**src/rtl/mem_reader_if.sv**
```systemverilog
// Memory read port and byte-stream output shared by mem_reader and its peers.
// The master modport is the reader side.
interface mem_reader_if #(
  parameter int ADDR_W = 16,
  parameter int DATA_W = 8
);
  logic [ADDR_W-1:0] mem_addr;
  logic              mem_rd;
  logic [DATA_W-1:0] mem_data;
  logic [DATA_W-1:0] out_data;
  logic              out_valid;
  logic              out_ready;

  modport master (
    output mem_addr, mem_rd, out_data, out_valid,
    input  mem_data, out_ready
  );

  modport slave (
    input  mem_addr, mem_rd, out_data, out_valid,
    output mem_data, out_ready
  );
endinterface

```
**src/rtl/mem_reader.sv**
```systemverilog
// Streams length bytes from data memory starting at base_addr,
// one byte per valid/ready handshake, after a rising edge on start.
module mem_reader #(
  parameter int ADDR_W = 16,
  parameter int DATA_W = 8
) (
  input  logic              clk,
  input  logic              rst_n,
  input  logic              start,
  input  logic [ADDR_W-1:0] base_addr,
  input  logic [ADDR_W-1:0] length,
  mem_reader_if.master      bus,
  output logic              busy,
  output logic              done
);

  typedef enum logic [2:0] {
    IDLE,
    READ,
    CAPTURE,
    HOLD,
    FIN
  } state_t;

  state_t            state;
  state_t            state_nx;
  logic              start_q;
  logic              start_qq;
  logic              rise;
  logic              hs;
  logic [ADDR_W-1:0] addr;
  logic [ADDR_W-1:0] cnt;
  logic [DATA_W-1:0] data;

  assign rise = start_q & ~start_qq;
  assign hs   = (state == HOLD) & bus.out_ready;

  always_ff @(posedge clk or negedge rst_n) begin
    if (!rst_n) state <= IDLE;
    else        state <= state_nx;
  end

  always_comb begin
    state_nx = state;
    unique case (state)
      IDLE: begin
        if (rise) state_nx = (length == '0) ? FIN : READ;
      end
      READ:    state_nx = CAPTURE;
      CAPTURE: state_nx = HOLD;
      HOLD: begin
        if (hs) state_nx = (cnt == ADDR_W'(1)) ? FIN : READ;
      end
      FIN:     state_nx = IDLE;
      default: state_nx = IDLE;
    endcase
  end

  // start is double-registered; a rise is acted on only in IDLE
  always_ff @(posedge clk or negedge rst_n) begin
    if (!rst_n) begin
      start_q  <= 1'b0;
      start_qq <= 1'b0;
      addr     <= '0;
      cnt      <= '0;
      data     <= '0;
    end else begin
      start_q  <= start;
      start_qq <= start_q;
      if ((state == IDLE) && rise && (length != '0)) begin
        addr <= base_addr;
        cnt  <= length;
      end
      if (state == CAPTURE) data <= bus.mem_data;
      if (hs) begin
        addr <= addr + ADDR_W'(1);
        cnt  <= cnt - ADDR_W'(1);
      end
    end
  end

  assign bus.mem_addr  = addr;
  assign bus.mem_rd    = (state == READ);
  assign bus.out_data  = data;
  assign bus.out_valid = (state == HOLD);
  assign busy          = (state != IDLE);
  assign done          = (state == FIN);

endmodule

```
**src/flat_wrapper.sv**
```systemverilog
// flat-port wrapper written by rule: the top's interface ports become plain ports
module mem_reader_flat 
#(
  parameter int ADDR_W = 16,
  parameter int DATA_W = 8
)
  (clk, rst_n, start, base_addr, length, busy, done, bus_mem_addr, bus_mem_rd, bus_out_data, bus_out_valid, bus_mem_data, bus_out_ready);
  mem_reader_if #(.ADDR_W(ADDR_W), .DATA_W(DATA_W)) bus_i ();
  input  logic clk;
  input  logic rst_n;
  input  logic start;
  input  logic [ADDR_W-1:0] base_addr;
  input  logic [ADDR_W-1:0] length;
  output logic busy;
  output logic done;
  output wire logic [$bits(bus_i.mem_addr)-1:0] bus_mem_addr;
  output wire logic [$bits(bus_i.mem_rd)-1:0] bus_mem_rd;
  output wire logic [$bits(bus_i.out_data)-1:0] bus_out_data;
  output wire logic [$bits(bus_i.out_valid)-1:0] bus_out_valid;
  input wire logic [$bits(bus_i.mem_data)-1:0] bus_mem_data;
  input wire logic [$bits(bus_i.out_ready)-1:0] bus_out_ready;
  assign bus_mem_addr = bus_i.mem_addr;
  assign bus_mem_rd = bus_i.mem_rd;
  assign bus_out_data = bus_i.out_data;
  assign bus_out_valid = bus_i.out_valid;
  assign bus_i.mem_data = bus_mem_data;
  assign bus_i.out_ready = bus_out_ready;
  mem_reader #(.ADDR_W(ADDR_W), .DATA_W(DATA_W)) u_core (.clk(clk), .rst_n(rst_n), .start(start), .base_addr(base_addr), .length(length), .bus(bus_i), .busy(busy), .done(done));
endmodule
```
**config.mk**
```make
export PLATFORM = sky130hd
export DESIGN_NAME = mem_reader_flat
export DESIGN_NICKNAME = d
export VERILOG_FILES = /design/src/rtl/mem_reader_if.sv /design/src/rtl/mem_reader.sv /design/src/flat_wrapper.sv
export SDC_FILE = /design/constraint.sdc
export NUM_CORES = 1
export LEC_CHECK = 0
export BUFFER_PORTS_ARGS = -buffer_cell sky130_fd_sc_hd__clkbuf_2
export CORE_MARGIN = 5
export CORE_UTILIZATION = 45
export DETAILED_ROUTE_END_ITERATION = 10
export GPL_TIMING_DRIVEN = 1
export PLACE_DENSITY = 0.78
export SETUP_SLACK_MARGIN = 0.1
export SLEW_MARGIN = 20
export SYNTH_ARGS = -nofsm -noshare
export SYNTH_HDL_FRONTEND = slang
export SYNTH_SLANG_ARGS = --single-unit
```
**constraint.sdc**
```tcl
create_clock -name clk -period 2.35 [get_ports clk]
set_clock_uncertainty 0.05 [all_clocks]
set_input_delay 0.235 -clock clk [delete_from_list [all_inputs] [get_ports clk]]
set_output_delay 0.235 -clock clk [all_outputs]
set_load 0.1 [all_outputs]
```
==> metrics.txt, run 1 <==
Wirelength per Cell=15.7 um; initial antenna violation count=0; DRT iter0 DRCs=133; total gr overflow=0; CP bufs+invs=0; cts bufs inserted=5; FF+latch area=1130 um^2; delay-heaviest family, CP=simple AND/OR/NAND/NOR gates; layout overhead on the synthesized area=24.3%; syn nets=296; most common cell in the netlist=dfrtp_1; CTS clk-pin slew, worst paths=~0.1 ns; Peak Freq=0.478 GHz; Fill cells=469; final RePlAce weighted congestion=0.837; CP Cell Sequence=and4b_1 -> nand3b_1 -> nor4_1 -> nor2_1 -> a221o_1; final hold vios=0; Ys Warns=0; Port Buffers=71; Total GRT Usage=0.183; multi-input logic area=1220 um^2; fin crit share=0.891; Worst setup EP type=flop; DRC=0; later-pin clock latency in the skew report=between 0.3 and 0.4 ns; max-slew violations=0; htree depth=2; Seq/Total Area, Yosys=0.464; I/O pins=a little over 70; Netlist cell types=54; top_reg_cell synth=dfrtp_1; minimum clock period=2.09 ns; FF+latch count, synth=45; CP max FO=10; synth top area cells=dfrtp_1 (46%), nor2_1 (4.2%), mux2_2 (3.7%), nor3_1 (3.5%), nand3_1 (3.1%); Max-cap violations=0; Slew headroom=0.533; Antenna Cells=0; clock root buffer=clkbuf_8; core area=5170 um^2; Critical Path Max Stage Delay=roughly 0.57 ns; vias in the first global route=2201; post-synth top area share=0.464; DP HPWL=4.81 mm; crit path DAT=2.23 ns; Synth async-reset ratio=1.00; Total Neg Setup Slack=0 ns; Setup CP Type=reg -> reg; die height=between 80 and 90 um; Clock Path Buffers=2; largest net degree at the start of global routing=29; post-CTS setup buffer count=0; routed vias=2289; number of vias per cell=5.75; drt pass-1 iters=4; unrepaired setup endpoints after global routing=no; CP required=2.49 ns; ANT nets after route=0; Final setup viols=0; worst hold path class=in -> reg; nets=374; Die X=approximately 83 um; CTS tree=done; Post-synth EDFFs=0; Synth Cell Area=about 2400 um^2; first-pass GRT wire length=around 11 mm; Post-synth top cells=dfrtp_1 (45), nor2_1 (27), nor3_1 (17), nand2_1 (16), nand3_1 (15); Avg Cell Area, Syn=9.74 um^2; largest area contributor in the netlist=dfrtp_1; starting density of the core=0.469; Post-Synthesis Cells=249; share of cells above drive strength 1=0.354; Post-Route Utilization=0.583; clock sink count=45; status=finished, final reports clean; Die ar.=6960 um^2; Worst Tran Pin Value=approximately 0.7 ns; final WL=6.24 mm; CP startpoint kind=flop; slowest CP cell=dfrtp_1; Site Rows=26
cell usage in the layout, fill, tap and decap left out, types with 7 or more instances in the layout:
| cell type | Yosys | routed |
|---|---|---|
| a211oi_1 | 7 | 7 |
| a21oi_1 | 10 | 10 |
| buf_4 | 2 | 11 |
| clkbuf_2 | 0 | 71 |
| dfrtp_1 | 45 | 38 |
| dfrtp_2 | 0 | 7 |
| mux2_2 | 8 | 8 |
| nand2_1 | 16 | 16 |
| nand3_1 | 15 | 15 |
| nand4_1 | 9 | 9 |
| nor2_1 | 27 | 27 |
| nor3_1 | 17 | 16 |
| nor4_1 | 8 | 8 |
| o21ai_0 | 10 | 10 |
stage by stage:
step	hold WS, ns	cell area (um^2)	instances	worst slack, ns
after CTS	0.0998	3010	398	0.280
after global routing	0.0924	3010	398	0.147
after global placement	0.259	2890	388	0.368
after floorplan	-0.111	2440	249	0.122
final	0.104	3010	398	0.256
after detailed placement	0.262	2890	388	0.314
registers in the layout (all words and copies together), names as in the netlist:
signal / count
u_core.bus.mem_addr: 16
u_core.state: 3
u_core.cnt: 16
u_core.bus.out_data: 8
u_core.start_qq: 1
u_core.start_q: 1
cell type report:
cell class,instances,share of cell area
clock buffers,5,0.0228
repair buffers,84,0.152
clock inverters,3,0.00830
well taps,70,0.0291
flip-flops and latches,45,0.377
inverters,5,0.00623
multi-input cells,186,0.405
cells by family (layout without fill, tap and decap cells):
family,Yosys count,after routing,synth area share
DFF,45,45,0.464
AOI/OAI and AO/OA,56,56,0.167
and+or+nand+nor,117,117,0.272
xor gates and xnor gates,1,1,0.00361
buffers and inverters,18,97,0.0366
muxes,9,9,0.0413
adders and majority gates,3,3,0.0155
timing repair:
item                                    CTS  global route
gates resized for setup                   0             1
hold endpoints to repair                 27             0
endpoints found under the setup margin    0             1
hold buffers                              2             0
final timing paths:
kind / to / start / depth (start not counted) / slack, ns
worst max-delay path: u_core.cnt[6] / u_core.state[1] / 5 / 0.26
worst min-delay path: u_core.bus.out_data[2] / bus_mem_data[2] / 2 / 0.10
worst max register to register: u_core.cnt[6] / u_core.state[1] / 5 / 0.26
worst min register to register: u_core.start_qq / u_core.start_q / 0 / 0.33
max in group asynchronous: u_core.cnt[4] / rst_n / 3 / 1.17
min in group asynchronous: u_core.bus.out_data[5] / rst_n / 2 / 0.45
per-layer routing:
layer / share of wire / wire [um] / up-vias / track usage
met5: 0 / 0 / - / 0
met4: 0.0095 / 59 / 0 / 0.0401
met3: 0.078 / 484 / 6 / 0.0574
met2: 0.48 / 2990 / 77 / 0.297
met1: 0.43 / 2700 / 1098 / 0.239
li1: - / - / 1108 / -
Power of run 1 is not shown: default switching activity piles up to over one toggle a cycle in this logic, so the estimate is an artifact.
==> run 2: changes to the inputs <==
Settings changed: BUFFER_PORTS_ARGS -buffer_cell sky130_fd_sc_hd__clkbuf_2 to default, DONT_BUFFER_PORTS from default to 1, PLACE_DENSITY 0.78 to 0.67.
==> run 2 against run 1 <==
Effect of this change:
- count of clock-buffer cells in the layout grew 1
- hold slack got worse by 0.10 ns
- utilization decreased by 3.7 points
- cell count shrank 13%
- sequential cell count unchanged
- routed wire length shrank 2.3%
- global-route usage decreased by 0.29 points
- critical path type unchanged
- critical endpoint unchanged
- largest cell class unchanged
- highest routed layer unchanged
==> metrics.txt, run 2 (synthesis results as in run 1) <==
layout overhead on the synthesized area=16.5%; I/O pins=72 (unchanged); Total Neg Setup Slack=0 ns (unchanged); FF-to-FF setup slack=0.28 ns (+0.03 ns); CTS tree=done; slowest CP cell=and4b_1; Worst setup EP type=flop; R2R Path End=u_core.cnt[6]; Critical Path Max Stage Delay=0.59 ns (+0.02 ns); Final setup viols=0 (unchanged); CP startpoint kind=flop; routed vias=2113 (-7.7%); placed cell areas=2690 um^2 (-7.0%); Site Rows=26 (unchanged); ANT nets after route=0 (unchanged); number of vias per cell=6.09 (+5.9%); DRT iter0 DRCs=92 (-31%); minimum clock period=2.07 ns (-0.0256 ns); Peak Freq=0.484 GHz (+1.2%); Crit. Startpoint=u_core.state[1]; drt pass-1 iters=4 (unchanged); DP HPWL=4.55 mm (-5.5%); core area=5170 um^2 (unchanged); clock root buffer=clkbuf_8; Port Buffers=0 (-100%); met2 Use GR=0.281 (-0.0160); nets=323 (-14%); Antenna Cells=0 (unchanged); crit path capture=u_core.cnt[6]; CP Cell Sequence=and4b_1 -> nand3b_1 -> nor4_1 -> nor2_1 -> a221o_1; first-pass GRT wire length=10.3 mm (-2.5%); htree depth=2 (unchanged); share of cells above drive strength 1=0.231 (-0.123); DRC=0 (unchanged); Die ar.=6960 um^2 (unchanged); vias in the first global route=2082 (-5.4%); setup ws final=0.282 ns (+0.0256 ns); FF-to-FF path depth=5 (unchanged); clock sink count=45 (unchanged); Placement Setup Slack=0.299 ns (-0.0145 ns); starting density of the core=0.469 (unchanged); Slew headroom=0.401 (-0.133); CTS clk-pin slew, worst paths=0.09 ns (about the same); Clock Path Buffers=2 (unchanged); GR Layer Usage met3=0.0574 (unchanged); CP max FO=12 (+2); crit path DAT=2.21 ns (-0.02 ns); unrepaired setup endpoints after global routing=no; Total GRT Usage=0.180 (-0.00292); CP required=2.50 ns (about the same); worst hold path class=in -> reg; commonest non-fill, non-tap cells in the layout=dfrtp_1 (38), buf_4 (30), nor2_1 (26); total gr overflow=0 (unchanged); grt peak-use layer=met2; Hold Worst Slack=0.00247 ns (-0.101 ns); Worst Tran Pin Value=0.899 ns (+0.199 ns); cts bufs inserted=5 (unchanged); Post-Layout Inst Area=2830 um^2 (-6.3%); final WL=6.10 mm (-2.3%); die height=83.4 um (unchanged); r2r startpoint=u_core.state[1]; later-pin clock latency in the skew report=0.30 ns (about the same); final hold vios=0 (unchanged); Fill cells=482 (+2.8%); max-slew violations=0 (unchanged); initial antenna violation count=0 (unchanged); commonest non-fill, non-tap cell in the layout=dfrtp_1; Wirelength per Cell=17.6 um (+12%); post-CTS setup buffer count=0 (unchanged); status=finished, final reports clean; largest net degree at the start of global routing=46 (+59%); final RePlAce weighted congestion=0.856 (+2.2%); Die X=83.4 um (unchanged); fin crit share=0.880 (-0.0109); Global Route met1 Usage=0.239 (unchanged); Max-cap violations=0 (unchanged); Setup CP Type=reg -> reg
## run 2: critical path: cells and delay by family, from the launching register on
family          cells  cell delay, ns
flops               1            0.58
compound gates      1            0.29
simple gates        4            1.05
## run 2: layout make-up
| class | instances | area (um^2) | area share |
|---|---|---|---|
| multi-input cells | 186 | 1220 | 0.433 |
| flip-flops and latches | 45 | 1130 | 0.402 |
| repair buffers | 33 | 273 | 0.0965 |
| well taps | 70 | 87.6 | 0.0310 |
| clock buffers | 6 | 72.6 | 0.0257 |
| inverters | 5 | 18.8 | 0.00664 |
| clock inverters | 2 | 15.0 | 0.00531 |
## run 2: worst min-delay path by stage
stage	from	to	cells after the start
3_5_place_dp	rst_n	u_core.bus.out_data[0]	0
3_3_place_gp	rst_n	u_core.bus.out_data[0]	0
2_1_floorplan	rst_n	u_core.bus.mem_addr[0]	0
5_1_grt	base_addr[13]	u_core.bus.mem_addr[13]	2
6_report	length[14]	u_core.cnt[14]	2
4_1_cts	length[14]	u_core.cnt[14]	2
## run 2: through the flow
stage | cells | util
finish | 347 | 0.546
global route | 347 | 0.546
CTS | 347 | 0.546
detailed placement | 336 | 0.520
global placement | 336 | 0.520
floorplan | 249 | -
## run 2: routing by layer
metal | routed length [um] | part of all wire
met1 | 2760 | 0.45
met2 | 2790 | 0.46
met3 | 479 | 0.079
met4 | 72 | 0.012
met5 | 0 | 0
## run 2: what timing repair did
action,4_1_cts,5_1_grt
hold endpoints to repair,46,0
resized for setup,0,0
hold buffers,3,0
Power of run 2 is left out for the same reason.
==> run 3: changes to the inputs <==
Settings changed: PLACE_DENSITY 0.67 to default, PLACE_DENSITY_LB_ADDON from default to 0.15.
Clock period 2.35 ns to 1.9 ns, I/O delays scaled along.
==> run 3 against run 2 <==
Effect of this change:
- register-to-register slack worse by 0.18 ns
- global-route usage up 1.8 points
- hold slack better by 0.0014 ns
- setup slack worse by 0.18 ns
- highest routed layer unchanged
==> metrics.txt, run 3 (synthesis results as in run 1) <==
status=finished, final reports clean; worst hold path class=in -> reg; Max-cap violations=0 (unchanged); clock root buffer=clkbuf_8; CP required=2.09 ns (-0.41 ns); total gr overflow=0 (unchanged); Peak Freq=0.557 GHz (+15%); Antenna Cells=0 (unchanged); unrepaired setup endpoints after global routing=yes; initial antenna violation count=0 (unchanged); Worst setup EP type=flop; DP HPWL=4.70 mm (+3.3%); drt pass-1 iters=4 (unchanged); vias in the first global route=2426 (+17%); largest net degree at the start of global routing=46 (unchanged); commonest non-fill, non-tap cells in the layout=buf_4 (50), dlygate4sd3_1 (28), nor2_1 (25), dfrtp_1 (25), nand2_1 (16); I/O pins=72 (unchanged); Clock Path Buffers=2 (unchanged); max-slew violations=0 (unchanged); final hold vios=0 (unchanged); Port Buffers=0 (unchanged); commonest non-fill, non-tap cell in the layout=buf_4; CTS tree=done; DRT iter0 DRCs=109 (+18%); layout overhead on the synthesized area=43.6%; fin crit share=0.945 (+0.0648); Hold Worst Slack=0.00391 ns (+0.00144 ns); placed cell areas=2930 um^2 (+8.9%); multi-input logic area=1310 um^2 (+7.0%); Die X=83.4 um (unchanged); first-pass GRT wire length=11.4 mm (+11%); htree depth=2 (unchanged); Post-Layout Inst Area=3480 um^2 (+23%); Fill cells=407 (-16%); core area=5170 um^2 (unchanged); die height=83.4 um (unchanged); CTS clk-pin slew, worst paths=0.09 ns (about the same); ANT nets after route=0 (unchanged); Slew headroom=0.738 (+0.337); final RePlAce weighted congestion=0.855 (-0.12%); pwr dens=1990 nW/um^2; placed insts=357 (+6.3%); Total Neg Setup Slack=0 ns (unchanged); final WL=6.67 mm (+9.4%); DRC=0 (unchanged); starting density of the core=0.469 (unchanged); Worst Tran Pin Value=0.390 ns (-0.509 ns); Final setup viols=0 (unchanged); minimum clock period=1.80 ns (-0.273 ns); Setup CP Type=reg -> reg; crit path DAT=1.98 ns (-0.23 ns); Wirelength per Cell=16.7 um (-4.8%); Total GRT Usage=0.197 (+0.0175); routed vias=2291 (+8.4%); number of vias per cell=5.74 (-5.7%); CP startpoint kind=flop; FF+latch area=1170 um^2 (+3.2%); cts bufs inserted=5 (unchanged); Final Total Pwr=6.94 mW; nets=375 (+16%); Die ar.=6960 um^2 (unchanged); clock sink count=45 (unchanged); Site Rows=26 (unchanged); Non-Filler Instances=399 (+15%); VDD IR max=1420 uV; CP max FO=4 (-8); Leakage=1.40 nW; later-pin clock latency in the skew report=0.30 ns (about the same); share of cells above drive strength 1=0.353 (+0.122)
==> run 3: cell types whose count changed in the layout (fill, tap and decap cells not counted), sizes merged <==
cell	change
buf	+26
bufinv	+1
clkbuf	-1
clkinvlp	-1
clkinv	+1
dlygate4sd3	+26
==> run 3: worst paths after layout <==
| path | startpoint | end | slack (ns) | depth (start not counted) |
|---|---|---|---|---|
| min in group asynchronous | rst_n | u_core.bus.mem_addr[0] | 0.35 | 2 |
| setup reg to reg | u_core.cnt[3] | u_core.cnt[15] | 0.10 | 7 |
| hold reg to reg | u_core.start_q | u_core.start_qq | 0.33 | 0 |
| max in group asynchronous | rst_n | u_core.bus.mem_addr[2] | 1.22 | 2 |
| setup / recovery | u_core.cnt[3] | u_core.cnt[15] | 0.10 | 7 |
| hold / removal | length[10] | u_core.cnt[10] | 0.004 | 2 |
==> run 3: stage by stage <==
stage | utilization | worst slack [ns]
6_report | 0.673 | 0.105
5_1_grt | 0.673 | -0.0373
3_3_place_gp | 0.567 | 0.104
4_1_cts | 0.659 | 0.0828
2_1_floorplan | - | -0.0902
3_5_place_dp | 0.567 | 0.0318
==> run 3: worst max-delay path, stage by stage, from the launching register on <==
cell and delay [ns]:
dfrtp_2 0.44, nor4_2 0.33, buf_4 0.19, nand4_1 0.12, buf_4 0.18, nor4_1 0.24
a21oi_1 0.09, nand2_1 0.08
==> run 3: layout make-up <==
cell class                 instances  share of cell area
multi-input combinational        186               0.376
sequential                        45               0.336
clock buffer                       5              0.0198
tap                               70              0.0252
inverter                           5             0.00539
clock inverter                     3              0.0133
timing repair buffer              85               0.224
==> run 3: routing by layer <==
layer | vias up | wire length [um] | GRT usage
li1 | 1109 | - | -
met1 | 1106 | 2770 | 0.231
met2 | 67 | 3360 | 0.337
met3 | 9 | 450 | 0.0634
met4 | 0 | 94 | 0.0713
met5 | - | 0 | 0
==> run 3: what timing repair did <==
item	4_1_cts	5_1_grt
setup endpoints to repair	7	18
hold endpoints to repair	72	0
hold buffers	29	0
pin swaps	3	5
resized for setup	5	16
setup buffers	4	1
==> run 3: report_power, final <==
part | internal (mW) | switching (mW) | leakage, nW
logic | 1.18 | 3.10 | 0.834
registers | 1.46 | 0.450 | 0.509
clock network | 0.394 | 0.354 | 0.0543
total | 3.04 | 3.90 | 1.40
No activity file was read; power rests on OpenSTA's default activity.
